==> config.mk <==
export PLATFORM = sky130hd
export DESIGN_NAME = mem_wait_bridge_flat
export DESIGN_NICKNAME = d
export VERILOG_FILES = /design/src/rtl/mem_wait_bridge_pkg.sv /design/src/rtl/mem_wait_bridge_if.sv /design/src/rtl/mem_wait_bridge.sv /design/src/flat_wrapper.sv
export SDC_FILE = /design/constraint.sdc
export NUM_CORES = 1
export LEC_CHECK = 0
export ABC_CLOCK_PERIOD_IN_PS = 5160
export BUFFER_PORTS_ARGS = -buffer_cell sky130_fd_sc_hd__buf_2
export CAP_MARGIN = 20
export CORE_AREA = 2 2 134 84
export CTS_CLUSTER_DIAMETER = 200
export CTS_CLUSTER_SIZE = 20
export DETAILED_ROUTE_END_ITERATION = 6
export DIE_AREA = 0 0 136 86
export HOLD_SLACK_MARGIN = 0.08
export PLACE_DENSITY_LB_ADDON = 0.1
export SLEW_MARGIN = 30
export SYNTH_ARGS = -nofsm -noshare
export SYNTH_HDL_FRONTEND = slang
export SYNTH_SLANG_ARGS = --single-unit
==> constraint.sdc <==
create_clock -name clk -period 5.16 [get_ports clk]
set_clock_uncertainty 0.15 [all_clocks]
set_input_delay 1.032 -clock clk [delete_from_list [all_inputs] [get_ports clk]]
set_output_delay 1.032 -clock clk [all_outputs]
set_load 0.01 [all_outputs]
==> src/rtl/mem_wait_bridge_pkg.sv <==
// Shared definitions for the memory wait-state bridge.
// Latency: none (constants, types and combinational helpers only).
// Backpressure: not applicable.
//
// Contents: memory function codes (M_XRD/M_XWR), access type codes (MT_*),
// the bridge FSM state encoding, a counter-width helper and the access
// alignment check used when MEM_WAIT_BRIDGE_ALIGN_CHECK_EN is defined.
package mem_bridge_pkg;

    // Memory function codes.
    localparam logic M_XRD = 1'b0;
    localparam logic M_XWR = 1'b1;

    // Memory access type codes.
    localparam logic [2:0] MT_B  = 3'd1;
    localparam logic [2:0] MT_H  = 3'd2;
    localparam logic [2:0] MT_W  = 3'd3;
    localparam logic [2:0] MT_BU = 3'd5;
    localparam logic [2:0] MT_HU = 3'd6;

    typedef enum logic [2:0] {
        IDLE,
        WAIT,
        ISSUE,
        RDWAIT,
        RESP
    } state_t;

    // Counter must hold the larger of the two programmable delays, and is
    // never narrower than 8 bits.
    function automatic int cnt_width(input int lat, input int tmo);
        int m;
        int w;
        m = (lat > tmo) ? lat : tmo;
        w = $clog2(m + 1);
        return (w < 8) ? 8 : w;
    endfunction

    // Halfword accesses need addr[0]==0, word accesses need addr[1:0]==0.
    // Byte accesses are always aligned.
    function automatic logic misaligned(input logic [2:0] typ, input logic [1:0] lo);
        logic bad;
        bad = 1'b0;
        if ((typ == MT_H) || (typ == MT_HU)) begin
            bad = lo[0];
        end else if (typ == MT_W) begin
            bad = (lo != 2'b00);
        end
        return bad;
    endfunction

endpackage

==> src/rtl/mem_wait_bridge_if.sv <==
// Request/response bundle of a single-outstanding memory port.
// Latency: none (wiring only).
// Backpressure: req_valid/req_ready handshake; responses cannot be stalled.
//
// master: drives the request, receives req_ready and the response.
// slave : receives the request, drives req_ready and the response.
interface mem_wait_bridge_if #(
    parameter int AW = 32,
    parameter int DW = 32
) ();
    logic          req_valid;
    logic          req_ready;
    logic [AW-1:0] req_addr;
    logic [DW-1:0] req_data;
    logic          req_fcn;
    logic [2:0]    req_typ;
    logic          resp_valid;
    logic [DW-1:0] resp_data;

    modport master (
        output req_valid, req_addr, req_data, req_fcn, req_typ,
        input  req_ready, resp_valid, resp_data
    );

    modport slave (
        input  req_valid, req_addr, req_data, req_fcn, req_typ,
        output req_ready, resp_valid, resp_data
    );
endinterface

==> src/rtl/mem_wait_bridge.sv <==
// Inserts LATENCY wait states between a core memory port and the memory model.
// Latency: accept to up.resp_valid = LATENCY+2 cycles with a zero-wait memory.
// Backpressure: one request outstanding; up.req_ready only in IDLE, dn request held until dn.req_ready.
//
// Ports:
//   clk, rst : clock, asynchronous active-high reset
//   up       : core side (slave modport): request in, ready/response out
//   dn       : memory side (master modport): request out, ready/response in
//   err      : sticky error (response timeout, or misaligned access); cleared by rst only
// Build option: define MEM_WAIT_BRIDGE_ALIGN_CHECK_EN to reject misaligned
// halfword/word accesses without forwarding them to memory.
module mem_wait_bridge
    import mem_bridge_pkg::*;
#(
    parameter int LATENCY = 2,
    parameter int TIMEOUT = 255,
    parameter int AW      = 32,
    parameter int DW      = 32
) (
    input  logic                 clk,
    input  logic                 rst,
    mem_wait_bridge_if.slave     up,
    mem_wait_bridge_if.master    dn,
    output logic                 err
);

    localparam int CW = cnt_width(LATENCY, TIMEOUT);

    state_t        state_q, state_d;
    logic [CW-1:0] cnt_q, cnt_d;
    logic [AW-1:0] addr_q, addr_d;
    logic [DW-1:0] data_q, data_d;
    logic          fcn_q, fcn_d;
    logic [2:0]    typ_q, typ_d;
    logic [DW-1:0] rdata_q, rdata_d;
    logic          mis_q, mis_d;
    logic          err_q, err_d;
    logic          mis_w;

`ifdef MEM_WAIT_BRIDGE_ALIGN_CHECK_EN
    assign mis_w = misaligned(up.req_typ, up.req_addr[1:0]);
`else
    assign mis_w = 1'b0;
`endif

    always_ff @(posedge clk or posedge rst) begin
        if (rst) begin
            state_q <= IDLE;
            cnt_q   <= '0;
            addr_q  <= '0;
            data_q  <= '0;
            fcn_q   <= 1'b0;
            typ_q   <= 3'd0;
            rdata_q <= '0;
            mis_q   <= 1'b0;
            err_q   <= 1'b0;
        end else begin
            state_q <= state_d;
            cnt_q   <= cnt_d;
            addr_q  <= addr_d;
            data_q  <= data_d;
            fcn_q   <= fcn_d;
            typ_q   <= typ_d;
            rdata_q <= rdata_d;
            mis_q   <= mis_d;
            err_q   <= err_d;
        end
    end

    always_comb begin
        state_d = state_q;
        cnt_d   = cnt_q;
        addr_d  = addr_q;
        data_d  = data_q;
        fcn_d   = fcn_q;
        typ_d   = typ_q;
        rdata_d = rdata_q;
        mis_d   = mis_q;
        err_d   = err_q;

        unique case (state_q)
            IDLE: begin
                if (up.req_valid) begin
                    addr_d  = up.req_addr;
                    data_d  = up.req_data;
                    fcn_d   = up.req_fcn;
                    typ_d   = up.req_typ;
                    cnt_d   = CW'(LATENCY);
                    rdata_d = '0;
                    mis_d   = mis_w;
                    if (LATENCY > 0) begin
                        state_d = WAIT;
                    end else if (mis_w) begin
                        // Zero wait states: a rejected access completes at once.
                        state_d = RESP;
                        err_d   = 1'b1;
                    end else begin
                        state_d = ISSUE;
                    end
                end
            end

            WAIT: begin
                cnt_d = cnt_q - CW'(1);
                if (cnt_q <= CW'(1)) begin
                    if (mis_q) begin
                        state_d = RESP;
                        err_d   = 1'b1;
                    end else begin
                        state_d = ISSUE;
                    end
                end
            end

            ISSUE: begin
                if (dn.req_ready) begin
                    if (dn.resp_valid) begin
                        rdata_d = dn.resp_data;
                        state_d = RESP;
                    end else begin
                        cnt_d   = CW'(TIMEOUT);
                        state_d = RDWAIT;
                    end
                end
            end

            RDWAIT: begin
                // A response in the final counted cycle still beats the timeout.
                if (dn.resp_valid) begin
                    rdata_d = dn.resp_data;
                    state_d = RESP;
                end else if (cnt_q <= CW'(1)) begin
                    rdata_d = '0;
                    err_d   = 1'b1;
                    state_d = RESP;
                end else begin
                    cnt_d = cnt_q - CW'(1);
                end
            end

            RESP: begin
                state_d = IDLE;
            end

            default: begin
                state_d = IDLE;
            end
        endcase
    end

    // All outputs are decoded from registered state only.
    assign up.req_ready  = (state_q == IDLE);
    assign up.resp_valid = (state_q == RESP);
    assign up.resp_data  = ((state_q == RESP) && (fcn_q == M_XRD)) ? rdata_q : '0;

    assign dn.req_valid  = (state_q == ISSUE);
    assign dn.req_addr   = addr_q;
    assign dn.req_data   = data_q;
    assign dn.req_fcn    = fcn_q;
    assign dn.req_typ    = typ_q;

    assign err = err_q;

endmodule

==> src/flat_wrapper.sv <==
// flat-port wrapper written by rule: the top's interface ports become plain ports
module mem_wait_bridge_flat import mem_bridge_pkg::*;
#(
    parameter int LATENCY = 2,
    parameter int TIMEOUT = 255,
    parameter int AW      = 32,
    parameter int DW      = 32
)
  (clk, rst, err, up_req_valid, up_req_addr, up_req_data, up_req_fcn, up_req_typ, up_req_ready, up_resp_valid, up_resp_data, dn_req_valid, dn_req_addr, dn_req_data, dn_req_fcn, dn_req_typ, dn_req_ready, dn_resp_valid, dn_resp_data);
  mem_wait_bridge_if #(.AW(AW), .DW(DW)) up_i ();
  mem_wait_bridge_if #(.AW(AW), .DW(DW)) dn_i ();
  input  logic clk;
  input  logic rst;
  output logic err;
  input wire logic [$bits(up_i.req_valid)-1:0] up_req_valid;
  input wire logic [$bits(up_i.req_addr)-1:0] up_req_addr;
  input wire logic [$bits(up_i.req_data)-1:0] up_req_data;
  input wire logic [$bits(up_i.req_fcn)-1:0] up_req_fcn;
  input wire logic [$bits(up_i.req_typ)-1:0] up_req_typ;
  output wire logic [$bits(up_i.req_ready)-1:0] up_req_ready;
  output wire logic [$bits(up_i.resp_valid)-1:0] up_resp_valid;
  output wire logic [$bits(up_i.resp_data)-1:0] up_resp_data;
  output wire logic [$bits(dn_i.req_valid)-1:0] dn_req_valid;
  output wire logic [$bits(dn_i.req_addr)-1:0] dn_req_addr;
  output wire logic [$bits(dn_i.req_data)-1:0] dn_req_data;
  output wire logic [$bits(dn_i.req_fcn)-1:0] dn_req_fcn;
  output wire logic [$bits(dn_i.req_typ)-1:0] dn_req_typ;
  input wire logic [$bits(dn_i.req_ready)-1:0] dn_req_ready;
  input wire logic [$bits(dn_i.resp_valid)-1:0] dn_resp_valid;
  input wire logic [$bits(dn_i.resp_data)-1:0] dn_resp_data;
  assign up_i.req_valid = up_req_valid;
  assign up_i.req_addr = up_req_addr;
  assign up_i.req_data = up_req_data;
  assign up_i.req_fcn = up_req_fcn;
  assign up_i.req_typ = up_req_typ;
  assign up_req_ready = up_i.req_ready;
  assign up_resp_valid = up_i.resp_valid;
  assign up_resp_data = up_i.resp_data;
  assign dn_req_valid = dn_i.req_valid;
  assign dn_req_addr = dn_i.req_addr;
  assign dn_req_data = dn_i.req_data;
  assign dn_req_fcn = dn_i.req_fcn;
  assign dn_req_typ = dn_i.req_typ;
  assign dn_i.req_ready = dn_req_ready;
  assign dn_i.resp_valid = dn_resp_valid;
  assign dn_i.resp_data = dn_resp_data;
  mem_wait_bridge #(.LATENCY(LATENCY), .TIMEOUT(TIMEOUT), .AW(AW), .DW(DW)) u_core (.clk(clk), .rst(rst), .up(up_i), .dn(dn_i), .err(err));
endmodule
## Word-level counts from Yosys, hierarchy flattened

Index checks and enable logic that the tools add are counted.

- Bits in registers: 112
- Output and inout port bits: 104
- Word-level logic and storage cells: 58

- Reduce and logical (&&, ||, !) cells: 10
- $lt $le $gt $ge: 1
- $add $sub $neg: 1
- Mux-type cells: 23
- Bitwise gates (word level): 2
- Eq/ne operators: 13

Operators by type and width:

| kind | count |
|---|---|
| 32-bit 2-to-1 mux | 6 |
| 32-bit one-hot mux with 3 select lines | 1 |
| 8-bit 2-to-1 mux | 5 |
| 8-bit one-hot mux with 4 select lines | 1 |
| 3-bit 2-to-1 mux | 6 |
| 3-bit one-hot mux with 4 select lines | 1 |
| 5-bit AND reduction | 2 |
| 8-bit by 1-bit less-or-equal comparator with 1-bit output (second input constant) | 1 |
| 2-bit by 1-bit != test with 1-bit output (second input constant) | 4 |
| 2-bit != test (second input constant) | 4 |
| 8-bit by 1-bit subtractor with 8-bit output (second input constant) | 1 |
| 3-bit by 2-bit equality test with 1-bit output (second input constant) | 2 |
| 6-bit AND reduction | 1 |
| 4-bit AND reduction | 1 |
| 4-bit nonzero test | 1 |
| 3-bit by 1-bit equality test with 1-bit output (second input constant) | 1 |
| 3-bit equality test (second input constant) | 1 |
| 3-bit zero test | 1 |
| 1-bit 2-to-1 mux | 3 |
| 3-bit by 2-bit != test with 1-bit output (second input constant) | 1 |
| 3-bit nonzero test | 1 |
| 1-bit inverter | 2 |
| 2-bit AND reduction | 1 |
| 2-bit nonzero test | 1 |
| 1-bit logical AND | 1 |

## Depth between registers and ports, before layout

Gate-level depths: netlist of the first run.

- Word-level depth: 4
- Mapped depth: 7
- Depth with buffers taken out: 6

## Least setup slack after synthesis of the first run

OpenSTA, ideal clock, no wires.

- Kind: register -> output
- From: register u_core.state_q[0]
- To: output up_resp_data[10]
- Path buffers: 3
- Data arrival time: 1460 ps
- Cell stages (with the launch flop): 7
- Setup slack: 2518 ps
- Data required time: 3978 ps
- Cell sequence: dfrtp_1 > clkbuf_1 > clkbuf_1 > nor2_1 > nand2_1 > clkbuf_1 > nor3_1

- Cells in the longest elaborated chain, start to end: 3

RTL lines:

| item | line | text |
|---|---|---|
| start: declaration | mem_wait_bridge.sv:29 | `state_t state_q, state_d;` |
| start signal: assignment | mem_wait_bridge.sv:58 | `state_q <= state_d;` |
| 3-bit equality test | mem_wait_bridge.sv:154 | `assign up.resp_data = ((state_q == RESP) && (fcn_q == M_XRD)) ? rdata_q : '0;` |
| 1-bit logical AND | mem_wait_bridge.sv:154 |  |
| 32-bit 2-to-1 mux | mem_wait_bridge.sv:154 |  |
| end: declaration | flat_wrapper.sv:22 | `output wire logic [$bits(up_i.resp_data)-1:0] up_resp_data;` |

Every way passes these cells.

## Final worst setup path of the first run

- From: register u_core.state_q[0]
- To: output up_resp_data[17]

The elaborated chain is that of the path after synthesis.

==> impl_metrics.csv, run 1 <==
group,metric,value,unit
clocking,cts_tree,"built",
cells_and_area,postLayoutCoreUtil,0.609,
pwr,cellPowerDensity,585,nW/µm²
synth,synth.top_cell.area_share,0.572,
placement,io_buffers,208,
clocking,cts.repair.resized,0,
floorplanning,chipWidth,136,µm
timing,setup_viol,0,
setup_path,critPathLaunchType,"flop",
floorplanning,start_util,0.472,
timing,fin_ws,1.92,ns
timing,post-route-period-util,0.628,
synth,yosys_register_bits,112,
floorplanning,num_io_pins,209,
timing,period_minus_slack,3.24,ns
clocking,clockBufferDepth,2,
synth,synth_area_leaders,"dfrtp_1 (57%), mux2_2 (12%), mux2i_1 (6.5%), nor3_1 (4.1%), mux2_1 (3.9%)",
detailed_routing,ant_nets,0,
synth,syn_nets,519,
synth,ys_seq_area_frac,0.572,
placement,dpl.cell_count,738,
clocking,numCtsBuffers,9,
pwr,max-vdd-ir-drop,0.000304,V
placement,hpwl,8.21,mm
detailed_routing,drtIter0Drc,254,
synth,yosys.area.top_type,"dfrtp_1",
timing,holdWs,0.311,ns
timing,max-slew-margin-rel,0.414,
synth,synth_area,4900,µm²
cells_and_area,num_antenna_cells,0,
synth,synthTopCellsByCount,"dfrtp_1 (112), mux2_2 (52), inv_1 (40), nor3_1 (40), nand2_1 (37)",
synth,yosysUniqueCellTypes,33,
setup_path,worstPathRequired,3.98,ns
global_routing,grt-ovfl-total,0,
run,drv_cap,0,
detailed_routing,via_per_inst,4.96,
detailed_routing,firstDrtPassIters,4,
global_routing,globalRouteTotalUtil,0.203,
detailed_routing,drc,0,
clocking,postCtsHoldBufs,0,
timing,fmax,0.308,GHz
clocking,clock-sinks,112,
synth,synth_area_per_cell,11.9,µm²
cells_and_area,syn2layout_area_growth,29.0,%
setup_path,max_stage_delay,0.58,ns
cells_and_area,multi_input_area,1830,µm²
placement,pre_cts_slack,2.01,ns
clocking,clk_latency,0.34,ns
cells_and_area,nNetsFinal,717,
floorplanning,row_count,29,
floorplanning,die_h,86,µm
setup_path,critical_path.slowest_cell,"dfrtp_1",
global_routing,grt_start_max_net_pins,78,
min_path,worstHoldPathType,"flop to flop",
clocking,root_buffer,"clkbuf_16",
synth,synth-edff-count,0,
timing,worst_slew_pin_slew,0.880,ns
clocking,path_clk_slew,0.07,ns
timing,tns,0,ns
pwr,p_leak,3.08,nW
cells_and_area,fillerInstances,905,
setup_path,crit_chain,"nor2_1 -> nand2_2 -> nor3_1 -> buf_2",
placement,place_congestion,0.822,
synth,synthMostInstantiatedCell,"dfrtp_1",
timing,grt_setup_unrepaired,"false",
global_routing,grt_pass1_vias,3798,
detailed_routing,vias,3742,
floorplanning,dieArea,11700,µm²
run_status,status,"complete, no violations",
synth,synth_cells,412,
setup_path,crit_fanout,33,
timing,slew_violations,0,
setup_path,path_delay_family,"simple AND/OR/NAND/NOR gates",
setup_path,crit_path_end_kind,"output port",
floorplanning,fp.coreArea,10400,µm²
cells_and_area,seq_area,2800,µm²
cells_and_area,drive_above_1_share,0.465,
detailed_routing,wl_per_cell,15.1,µm
synth,yosys_warnings,0,
setup_path,path_buf_inv,1,
global_routing,grt_pass1_wl,18.6,mm
setup_path,crit_arrival,2.06,ns
setup_path,critical_path_class,"flop to output port",
detailed_routing,routed_wl,11.4,mm
timing,hold_viol_final,0,
clocking,cts-htree-levels,3,
synth,ys_async_sr_fraction,1.00,
synth,synth-main-ff-cell,"dfrtp_1",
cells_and_area,final_cells,754,
global_routing,antenna_found_initial,0,
clocking,post_cts_buffers,0,
## routing by layer
layer | GRT usage | part of all wire | wire, µm | vias up
met1 | 0.260 | 0.42 | 4760 | 1783
met3 | 0.0786 | 0.091 | 1030 | 21
li1 | - | - | - | 1796
met5 | 0 | 0 | 0 | -
met2 | 0.324 | 0.47 | 5370 | 142
met4 | 0.0597 | 0.017 | 198 | 0
## worst register-to-register path, stage by stage, from the launching register on
cell	delay, ns
dfrtp_1	0.45
inv_1	0.09
ha_1	0.29
nor2_1	0.13
or3_4	0.37
a221oi_4	0.23
buf_4	0.50
mux2i_1	0.29
## cell usage in the layout, fill, tap and decap left out, types with 2 or more instances in the layout
cell / Yosys / final
o31ai_1: 3 / 3
inv_6: 0 / 2
clkinv_2: 0 / 2
o21ai_0: 6 / 6
nor2_1: 8 / 8
mux2i_1: 32 / 32
dfrtp_1: 112 / 111
buf_2: 4 / 208
mux2_1: 17 / 17
clkbuf_1: 17 / 2
ha_1: 2 / 2
o22a_1: 2 / 2
o21ai_1: 5 / 5
a31oi_1: 4 / 4
nor3_1: 40 / 40
clkbuf_16: 0 / 9
nand2_1: 37 / 36
nand3_1: 2 / 2
buf_4: 0 / 4
or3_4: 2 / 2
inv_1: 40 / 39
nand2b_1: 2 / 2
a21oi_1: 9 / 8
a21o_1: 2 / 2
mux2_2: 52 / 52
## per-stage QoR
stage / power, mW / instance area (µm²)
floorplan: 2.52 / 4900
global placement: 2.98 / 6030
detailed placement: 3.03 / 6030
CTS: 3.74 / 6320
global route: 3.96 / 6320
finish: 3.70 / 6320
## final timing paths
path | start | endpoint | slack, ns | cells after the start
setup / recovery | u_core.state_q[0]$_DFFE_PP0P_ | up_resp_data[17] | 1.92 | 4
hold / removal | u_core.err$_DFFE_PP0P_ | u_core.err$_DFFE_PP0P_ | 0.31 | 1
setup reg to reg | u_core.cnt_q[0]$_DFFE_PP0P_ | u_core.rdata_q[16]$_DFFE_PP0P_ | 2.58 | 7
hold reg to reg | u_core.err$_DFFE_PP0P_ | u_core.err$_DFFE_PP0P_ | 0.31 | 1
max in group asynchronous | rst | u_core.dn.req_fcn$_DFFE_PP0P_ | 3.26 | 3
min in group asynchronous | rst | u_core.dn.req_addr[17]$_DFFE_PP0P_ | 0.66 | 2
## power breakdown
group / leakage, nW / switching (mW) / internal, mW
logic: 1.55 / 0.771 / 0.690
clock network: 0.140 / 0.307 / 0.377
registers: 1.39 / 0.254 / 1.30
## final cells by class
type | count | area share
Tap cell | 139 | 0.0275
Inverter | 40 | 0.0245
Clock buffer | 11 | 0.0368
Multi-Input combinational cell | 235 | 0.289
Sequential cell | 112 | 0.443
Clock inverter | 5 | 0.00891
Timing Repair Buffer | 212 | 0.169
## kinds of logic (layout without fill, tap and decap cells)
group	count (synthesis)	count (layout)	share of synthesized area
DFF	112	112	0.572
muxes	101	101	0.224
and+or+nand+nor	97	97	0.0942
buffers and inverters	65	268	0.0577
AOI/OAI and AO/OA	35	35	0.0470
adders and majority gates	2	2	0.00511
## state kept, by name, indices dropped and copies added (netlist names)
register            cells
u_core.dn.req_typ       3
u_core.dn.req_data     32
u_core.dn.req_fcn       1
u_core.dn.req_addr     32
u_core.cnt_q            8
u_core.rdata_q         32
u_core.state_q          3
u_core.err              1
Note: power is estimated with default switching activity, not from simulation.
==> inputs of run 2 (changes only) <==
ABC_CLOCK_PERIOD_IN_PS = 3200   (was 5160)
clock period = 3.2 ns   (was 5.16 ns; I/O delays follow)
==> run 2 against run 1 <==
Net effect:
- global-route usage decreased by 0.20 points
- sequential share of layout area down 0.45 points
- flip-flop and latch count is the same
- die area stayed put
- wire length is 1.6% higher
- register-to-register slack got worse by 1.9 ns
- sequential power grew 62%
- worst setup slack lost 1.4 ns
- first-iteration DRC count shrank 42%
- final area is 1.0% higher
- critical path type unchanged
- highest routed layer unchanged
==> impl_metrics.csv, run 2 (same netlist as run 1, synthesis figures left out) <==
group,metric,value,unit
run_status,status,"complete, no violations",
floorplanning,fp.coreArea,10400,µm²
placement,hpwl,8.40,mm
global_routing,globalRouteTotalUtil,0.201,
timing,slew_violations,0,
setup_path,cp-startpoint,"u_core.state_q[0]$_DFFE_PP0P_",
setup_path,crit_path_end_kind,"output port",
pwr,total_power,5.93,mW
setup_path,critPathLaunchType,"flop",
global_routing,use_met1,0.267,
detailed_routing,drtIter0Drc,148,
setup_path,crit_fanout,33,
clocking,root_buffer,"clkbuf_16",
pwr,max-vdd-ir-drop,0.000505,V
floorplanning,die_h,86,µm
floorplanning,row_count,29,
run,drv_cap,0,
clocking,path_clk_slew,0.07,ns
global_routing,grt_pass1_wl,18.5,mm
clocking,clock-sinks,112,
global_routing,busiest_layer,"met2",
clocking,cts-htree-levels,3,
clocking,numCtsBuffers,9,
timing,holdWs,0.175,ns
global_routing,use_met3,0.0697,
setup_path,crit_arrival,1.89,ns
pwr,p_leak,3.11,nW
placement,pre_cts_slack,0.713,ns
global_routing,grt-ovfl-total,0,
detailed_routing,drc,0,
floorplanning,dieArea,11700,µm²
global_routing,gr-usage-met2,0.317,
timing,fin_ws,0.518,ns
cells_and_area,num_antenna_cells,0,
cells_and_area,nNetsFinal,722,
cells_and_area,mostFrequentLayoutCell,"buf_2",
clocking,clockBufferDepth,2,
clocking,cts.repair.resized,0,
floorplanning,num_io_pins,209,
timing,grt_setup_unrepaired,"false",
timing,max-slew-margin-rel,0.453,
pwr,cellPowerDensity,928,nW/µm²
clocking,post_cts_buffers,0,
placement,place_congestion,0.823,
detailed_routing,routed_wl,11.5,mm
cells_and_area,most-common-layout-cells,"buf_2 (208), dfrtp_1 (111), mux2_2 (52)",
timing,worst_slew_pin_slew,0.814,ns
setup_path,reg2reg_from,"u_core.cnt_q[2]$_DFFE_PP0P_",
detailed_routing,ant_nets,0,
timing,fmax,0.373,GHz
min_path,worstHoldPathType,"input port to asynchronous set/reset pin",
setup_path,critical_path_class,"flop to output port",
global_routing,grt_pass1_vias,3800,
detailed_routing,via_per_inst,4.99,
clocking,cts_tree,"built",
floorplanning,chipWidth,136,µm
global_routing,grt_start_max_net_pins,69,
cells_and_area,drive_above_1_share,0.468,
setup_path,worstPathRequired,2.41,ns
clocking,clk_latency,0.34,ns
detailed_routing,vias,3784,
detailed_routing,wl_per_cell,15.2,µm
timing,tns,0,ns
timing,hold_viol_final,0,
timing,setup_viol,0,
timing,post-route-period-util,0.838,
floorplanning,start_util,0.472,
cells_and_area,syn2layout_area_growth,30.4,%
timing,period_minus_slack,2.68,ns
clocking,postCtsHoldBufs,0,
setup_path,reg2reg_to,"u_core.rdata_q[30]$_DFFE_PP0P_",
setup_path,r2r_slack,0.70,ns
global_routing,antenna_found_initial,0,
placement,io_buffers,208,
setup_path,worstRegToRegCells,5,
detailed_routing,firstDrtPassIters,4,
[run 2: critical path, stage by stage (launching register included)]
cell     delay (ns)
dfrtp_1        0.71
nor2_1         0.15
nand2_1        0.10
buf_4          0.32
nor3_1         0.09
buf_2          0.17
[run 2: worst max-delay path by stage]
| stage | cells after the start | endpoint | slack [ns] |
|---|---|---|---|
| finish | 5 | up_resp_data[0] | 0.52 |
| global route | 5 | up_resp_data[16] | 0.36 |
| CTS | 5 | up_resp_data[12] | 0.50 |
| detailed placement | 5 | u_core.rdata_q[15]$_DFFE_PP0P_ | 0.71 |
| global placement | 5 | u_core.rdata_q[28]$_DFFE_PP0P_ | 0.79 |
| floorplan | 6 | up_resp_data[10] | 0.95 |
[run 2: layout make-up]
class                      instances  area, µm²
fill                             870       3990
sequential                       112       2800
clock buffer                      12        246
inverter                          40        154
clock inverter                     4       28.8
multi-input combinational        235       1830
tap                              139        174
timing repair buffer             217       1150
[run 2: metal layers]
metal / up-vias / routed length, µm
met4: 0 / 131
li1: 1797 / -
met5: - / 0
met1: 1848 / 5070
met2: 124 / 5460
met3: 15 / 877
[run 2: per-stage QoR]
stage | area [µm²] | std cells | util
floorplan | 4900 | 412 | -
global placement | 6080 | 742 | 0.586
detailed placement | 6080 | 742 | 0.586
CTS | 6360 | 758 | 0.613
global route | 6390 | 759 | 0.616
finish | 6390 | 759 | 0.616
[run 2: where the power goes]
part | internal [mW] | switching, mW
Sequential | 2.09 | 0.415
Combinational | 1.13 | 1.24
Clock | 0.552 | 0.494
